[src/rtl/interrupt_controller.sv]
// interrupt_controller: edge-latched, maskable, fixed-priority interrupt controller with a bus register interface
module interrupt_controller #(
    parameter int         NUM_IRQ    = 4,
    parameter logic [7:0] BASE_ADDR  = 8'hE0,
    parameter logic [7:0] MASK_RESET = 8'h00
) (
    input  logic               CLK,
    input  logic               RESET,
    input  logic [NUM_IRQ-1:0] IRQ_RAISE,
    output logic [NUM_IRQ-1:0] IRQ_ACK,
    output logic               CPU_INT,
    output logic [2:0]         CPU_INT_ID,
    input  logic               CPU_INT_ACK,
    input  logic               CPU_INT_DONE,
    input  logic [7:0]         BUS_ADDR,
    input  logic [7:0]         BUS_DATA_IN,
    input  logic               BUS_WE,
    output logic [7:0]         BUS_DATA_OUT,
    output logic               BUS_DATA_OE
);
    typedef enum logic [1:0] {IDLE = 2'd0, REQUEST = 2'd1, SERVICE = 2'd2} state_t;
    localparam logic [7:0] VALID = 8'((9'd1 << NUM_IRQ) - 9'd1);
    state_t state, state_n;
    logic [NUM_IRQ-1:0] raise_q;
    logic [7:0] mask, pending, pending_n, req, edge_set, id_onehot, offset;
    logic [2:0] id, id_n, sel;
    logic wr_mask, wr_pend, ack_take;
    always_comb begin
        offset    = BUS_ADDR - BASE_ADDR;
        wr_mask   = BUS_WE && offset == 8'd0;
        wr_pend   = BUS_WE && offset == 8'd1;
        req       = pending & mask;
        id_onehot = 8'd1 << id;
        ack_take  = state == REQUEST && CPU_INT_ACK;
        edge_set  = 8'(IRQ_RAISE & ~raise_q);
        sel       = 3'd0;
        for (int i = 7; i >= 0; i--)
            if (req[i]) sel = 3'(i);
        // an edge arriving in the same cycle as any clear must win
        pending_n = (pending & ~(wr_pend ? BUS_DATA_IN : 8'd0) & ~(ack_take ? id_onehot : 8'd0)) | edge_set;
        state_n   = state;
        id_n      = id;
        case (state)
            IDLE: begin
                state_n = |req ? REQUEST : IDLE;
                id_n    = |req ? sel : id;
            end
            REQUEST: state_n = CPU_INT_ACK ? SERVICE : (|(mask & id_onehot) ? REQUEST : IDLE);
            SERVICE: state_n = CPU_INT_DONE ? IDLE : SERVICE;
            default: state_n = IDLE;
        endcase
    end
    always_ff @(posedge CLK or posedge RESET) begin
        if (RESET) begin
            state   <= IDLE;
            id      <= 3'd0;
            mask    <= MASK_RESET & VALID;
            pending <= 8'd0;
            raise_q <= '0;
            IRQ_ACK <= '0;
        end else begin
            state   <= state_n;
            id      <= id_n;
            mask    <= wr_mask ? BUS_DATA_IN & VALID : mask;
            pending <= pending_n & VALID;
            raise_q <= IRQ_RAISE;
            IRQ_ACK <= ack_take ? id_onehot[NUM_IRQ-1:0] : '0;
        end
    end
    assign CPU_INT      = state == REQUEST;
    assign CPU_INT_ID   = id;
    assign BUS_DATA_OE  = !BUS_WE && offset < 8'd3;
    assign BUS_DATA_OUT = !BUS_DATA_OE ? 8'd0 :
                          offset == 8'd0 ? mask :
                          offset == 8'd1 ? pending : {state, 3'b000, id};
endmodule

[config.mk]
export PLATFORM = sky130hd
export DESIGN_NAME = interrupt_controller
export DESIGN_NICKNAME = d
export VERILOG_FILES = /design/src/rtl/interrupt_controller.sv
export SDC_FILE = /design/constraint.sdc
export NUM_CORES = 1
export LEC_CHECK = 0
export ABC_CLOCK_PERIOD_IN_PS = 2470
export BUFFER_PORTS_ARGS = -buffer_cell sky130_fd_sc_hd__buf_2
export CORE_ASPECT_RATIO = 0.6
export CORE_MARGIN = 4
export CORE_UTILIZATION = 42
export DETAILED_ROUTE_END_ITERATION = 10
export PLACE_DENSITY_LB_ADDON = 0.2
export SLEW_MARGIN = 15
export SYNTH_ARGS = -nofsm -noshare
export SYNTH_HDL_FRONTEND = slang
export SYNTH_SLANG_ARGS = --single-unit
export TNS_END_PERCENT = 20
[constraint.sdc]
create_clock -name CLK -period 2.47 [get_ports CLK]
set_clock_uncertainty 0.05 [all_clocks]
set_input_delay 0.494 -clock CLK [delete_from_list [all_inputs] [get_ports CLK]]
set_output_delay 0.494 -clock CLK [all_outputs]
set_load 0.01 [all_outputs]
### Yosys cells after proc, flatten, opt, wreduce, memory -nomap -nowiden

Index checks and enable logic that the tools add are counted.

* flip-flop bits (word level): 21
* bits in latches: 0
* memory bits (writable): 0
* bits in read-only memories: 0
* output and inout bits: 17
* word-level logic and storage cells: 50
* memories kept: 0

* $add $sub $neg: 1
* multiply operators: 0
* div/mod/pow operators: 0
* $lt $le $gt $ge: 1
* equality and inequality tests: 3
* shift-type cells: 1
* muxes and demuxes: 19
* bitwise logic cells: 9
* reduce and logical (&&, ||, !) cells: 10

Operators by type and width (count)
* $mux W3: 8
* $mux W8: 3
* $and A4 B4 Y4: 4
* $reduce_or A8 Y1: 2
* $mux W4: 3
* $not A4 Y4: 3
* $and A4 B8 Y8: 1
* $eq A8 B1 Y1 const B: 1
* $logic_not A8 Y1: 1
* $lt A8 B2 Y1 const B: 1
* $shl A1 B3 Y8 const A: 1
* $sub A8 B8 Y8 const B: 1
* $pmux W2 S3: 1
* $logic_and A1 B1 Y1: 4
* $mux W2: 2
* $or A4 B4 Y4: 1
* $eq A2 B1 Y1 const B: 1
* $eq A2 B2 Y1 const B: 1
* $logic_not A2 Y1: 1
* $mux W1: 2
* $reduce_and A2 Y1: 1
* $logic_not A1 Y1: 1

### Longest topological paths before layout

* word-level depth: 8
* depth in mapped cells: 6
* gate-level depth less buffers: 5

### Worst setup path after synthesis

OpenSTA, ideal clock, no wires.

* path kind: input -> output
* start point: in BUS_ADDR[5]
* end point: out BUS_DATA_OUT[0]
* data arrival time: 2258 ps
* slack: -332 ps
* stages: 6
* buffers on the path: 1
* path through: ha_1 -> xor2_1 -> or4b_1 -> or4_1 -> buf_2 -> a311oi_1

* word-level cells in the longest chain between the ends: 5
* elaborated cells between the ends (all ways): 8
* those cells by class: add/sub (1); order compare (1); eq/ne (1); mux (3); reduce/logical (2)

RTL lines
* from (decl): RTL line 15 `input logic [7:0] BUS_ADDR,`
* $sub A8 B8 Y8 *: RTL line 29 `offset = BUS_ADDR - BASE_ADDR;`
* parallel branches: the longest is 3 deep, another holds $lt A8 B2 Y1
* $mux W8 *: RTL line 73 `assign BUS_DATA_OUT = !BUS_DATA_OE ? 8'd0 :`
* to (decl): RTL line 18 `output logic [7:0] BUS_DATA_OUT,`

Mark *: on every way between the ends.

### Final worst setup path

* start point: in BUS_ADDR[5]
* end point: out BUS_DATA_OUT[1]

Same word-level chain as after synthesis.

==> flow_summary.ini <==
[run_status]
outcome = finished, violations left
violations = negative setup slack

[critical_path]
reg2reg_depth = 3
crit_top_cell = buf_6
crit_slowest_cell = or4b_1
r2r-start = mask[0]$_DFFE_PP0P_
cp-start-kind = input pin
cp_cell_sequence = buf_6 > ha_4 > xor2_1 > or4b_1 > or4_1 > buf_6 > a311oi_2 > buf_2
required_ns = 1.93
critPathKind = input pin to output pin
slowest_delay_ns = 0.49
regToRegSetupSlack_ns = 0.91
crit_fanout = 7
cp.arrival_ns = 2.39
end_kind = output pin
r2r-end = CPU_INT_ID[0]$_DFFE_PP0N_

[grt]
grt_usage_pct = 19.0
antenna_found_initial = 0
grt_max_degree = 21
grt_pass1_wl_um = 4550
grt_pass1_vias = 907
overflow = 0

[sta]
fin_setup_tns_ns = -2.76
fin_crit_sh_pct = 119
slew_headroom_pct = 50.1
worstMarginPinSlew_ns = 0.747
min_period_ns = 2.94
setup_viol = 7
report.final.slew_viol_count = 0
max_freq_ghz = 0.341
hold_viol_final = 0
setup_ws_ns = -0.467
rsz0062_at_grt = yes
whs_ns = 0.296

[pwr]
leakage_uw = 0.000703
p_per_area_mw_per_mm2 = 626
vdd_drop_max_v = 0.000319
p_total_uw = 859

[die]
dieArea_mm2 = 0.00334
ios = 42
die_x_um = 72.0
std_cell_rows = 13
core-area_mm2 = 0.00224
initial_utilization_pct = 45.9
die_y_um = 46.4

[final_layout]
multiInputGateArea_um2 = 514
area_delta_synth_final_pct = 33.1
final_cell_mix = buf_2, dfrtp_1, inv_1, nand2_1, nor2_1
seq_area_um2 = 500
finalNetCount = 165
insertedDiodeCount = 0
nFillCells = 210
final_common_cell = buf_2
drive_gt1_share_pct = 41.3

[route]
ant_nets = 0
drc_errors = 0
num_vias = 886
routed_via_density = 5.27
routedWlPerCell_um = 15.9
firstDrtPassIters = 4
drt_iter0_drc = 40
routed_wl_um = 2680

[placement]
preCtsSetupSlack_ns = -0.517
gp_congestion = 0.825
post-dp-hpwl_um = 2060
io_buffers = 34

[clock_tree]
cts.root.buffer_cell = clkbuf_8
clk_pin_slew_ns = 0.07
numCtsBuffers = 3
clk_path_buf_depth = 2
post_cts_buffers = 0
htreeDepth = 1
clk_latency_ns = 0.26
cts_sinks = 20
cts_tree = yes
cts.hold.buffers_added = 0

[logic_synthesis]
async_reset_ff_share_pct = 100
synth_cells = 99
ys.flop_type = dfrtp_1
synth_edf_count = 0
avgSynthCellArea_um2 = 10.4
yosysWarningCount = 0
synth.distinct_cells = 37
seq_area_frac_synth_pct = 48.5
syn-cell-area_mm2 = 0.00103
ys_ff_latch = 20

[hold_path]
hold_path.class = input pin to async pin

[job]
cap_violations = 0
==> what timing repair did <==
item,4_1_cts,5_1_grt
pin swaps,2,0
gates resized for setup,5,0
setup endpoints to repair,7,7
==> report_power, final <==
group          internal (µW)  total [µW]  switching, µW
registers                368         427           58.7
logic                   90.6         182           91.8
clock network            142         250            108
==> critical path, delay by kind of cell <==
| family | cells | cell delay [ns] |
|---|---|---|
| AND/OR/NAND/NOR | 2 | 0.92 |
| XOR/XNOR | 1 | 0.16 |
| AO/OA/AOI/OAI | 1 | 0.21 |
| adder cells (fa/ha/maj) | 1 | 0.15 |
| buffers and inverters | 3 | 0.45 |
==> state kept, by name (all words and copies together), names as in the netlist <==
name        count
IRQ_ACK         4
pending         4
CPU_INT_ID      2
mask            4
raise_q         4
state           2
==> layer usage <==
metal	up-vias	wire length, µm	GRT usage (%)	share of wire (%)
met1	422	1260	24.9	47
met5	-	0	0	0
li1	433	-	-	-
met4	0	34	5.99	1.3
met2	26	1220	30.3	46
met3	5	160	6.10	6.0
==> cell usage after synthesis, types with 3 or more instances <==
| cell type | instances | share of area, % |
|---|---|---|
| buf_4 | 3 | 2.2 |
| nor2_1 | 6 | 2.2 |
| inv_1 | 11 | 4.0 |
| nor3_1 | 5 | 2.4 |
| nor4_1 | 3 | 1.8 |
| mux2_2 | 5 | 5.5 |
| dfrtp_1 | 20 | 49 |
| nand2_1 | 6 | 2.2 |
| a311oi_1 | 3 | 2.5 |
==> cell type report <==
| cell class | instances | area share, % |
|---|---|---|
| Inverter | 11 | 3.01 |
| Timing Repair Buffer | 39 | 16.3 |
| Clock buffer | 4 | 4.01 |
| Multi-Input combinational cell | 64 | 37.5 |
| Tap cell | 30 | 2.73 |
| Sequential cell | 20 | 36.5 |
==> worst max-delay path by stage <==
stage / startpoint / to / slack, ns
2_1_floorplan: BUS_ADDR[5] / BUS_DATA_OUT[0] / -0.22
3_3_place_gp: BUS_ADDR[5] / BUS_DATA_OUT[6] / -0.46
3_5_place_dp: BUS_ADDR[5] / BUS_DATA_OUT[1] / -0.52
4_1_cts: BUS_ADDR[5] / BUS_DATA_OUT[1] / -0.44
5_1_grt: BUS_ADDR[5] / BUS_DATA_OUT[6] / -0.52
6_report: BUS_ADDR[5] / BUS_DATA_OUT[1] / -0.47
==> per-stage QoR <==
stage | cells | cell area (µm²) | util, %
after floorplan | 101 | 1080 | -
after global placement | 164 | 1290 | 57.4
after detailed placement | 164 | 1290 | 57.4
after CTS | 168 | 1370 | 61.1
after global routing | 168 | 1370 | 61.1
final | 168 | 1370 | 61.1
==> kinds of logic after synthesis <==
| group | after synthesis | share of synthesized area (%) |
|---|---|---|
| AO/OA/AOI/OAI | 19 | 13.2 |
| XOR/XNOR | 1 | 0.850 |
| adder cells (fa/ha/maj) | 1 | 1.21 |
| buffers and inverters | 17 | 7.40 |
| flip-flops | 20 | 48.5 |
| multiplexers | 8 | 9.59 |
| other | 1 | 0.364 |
| AND/OR/NAND/NOR | 32 | 18.8 |
No activity file was read; power rests on OpenSTA's default activity.
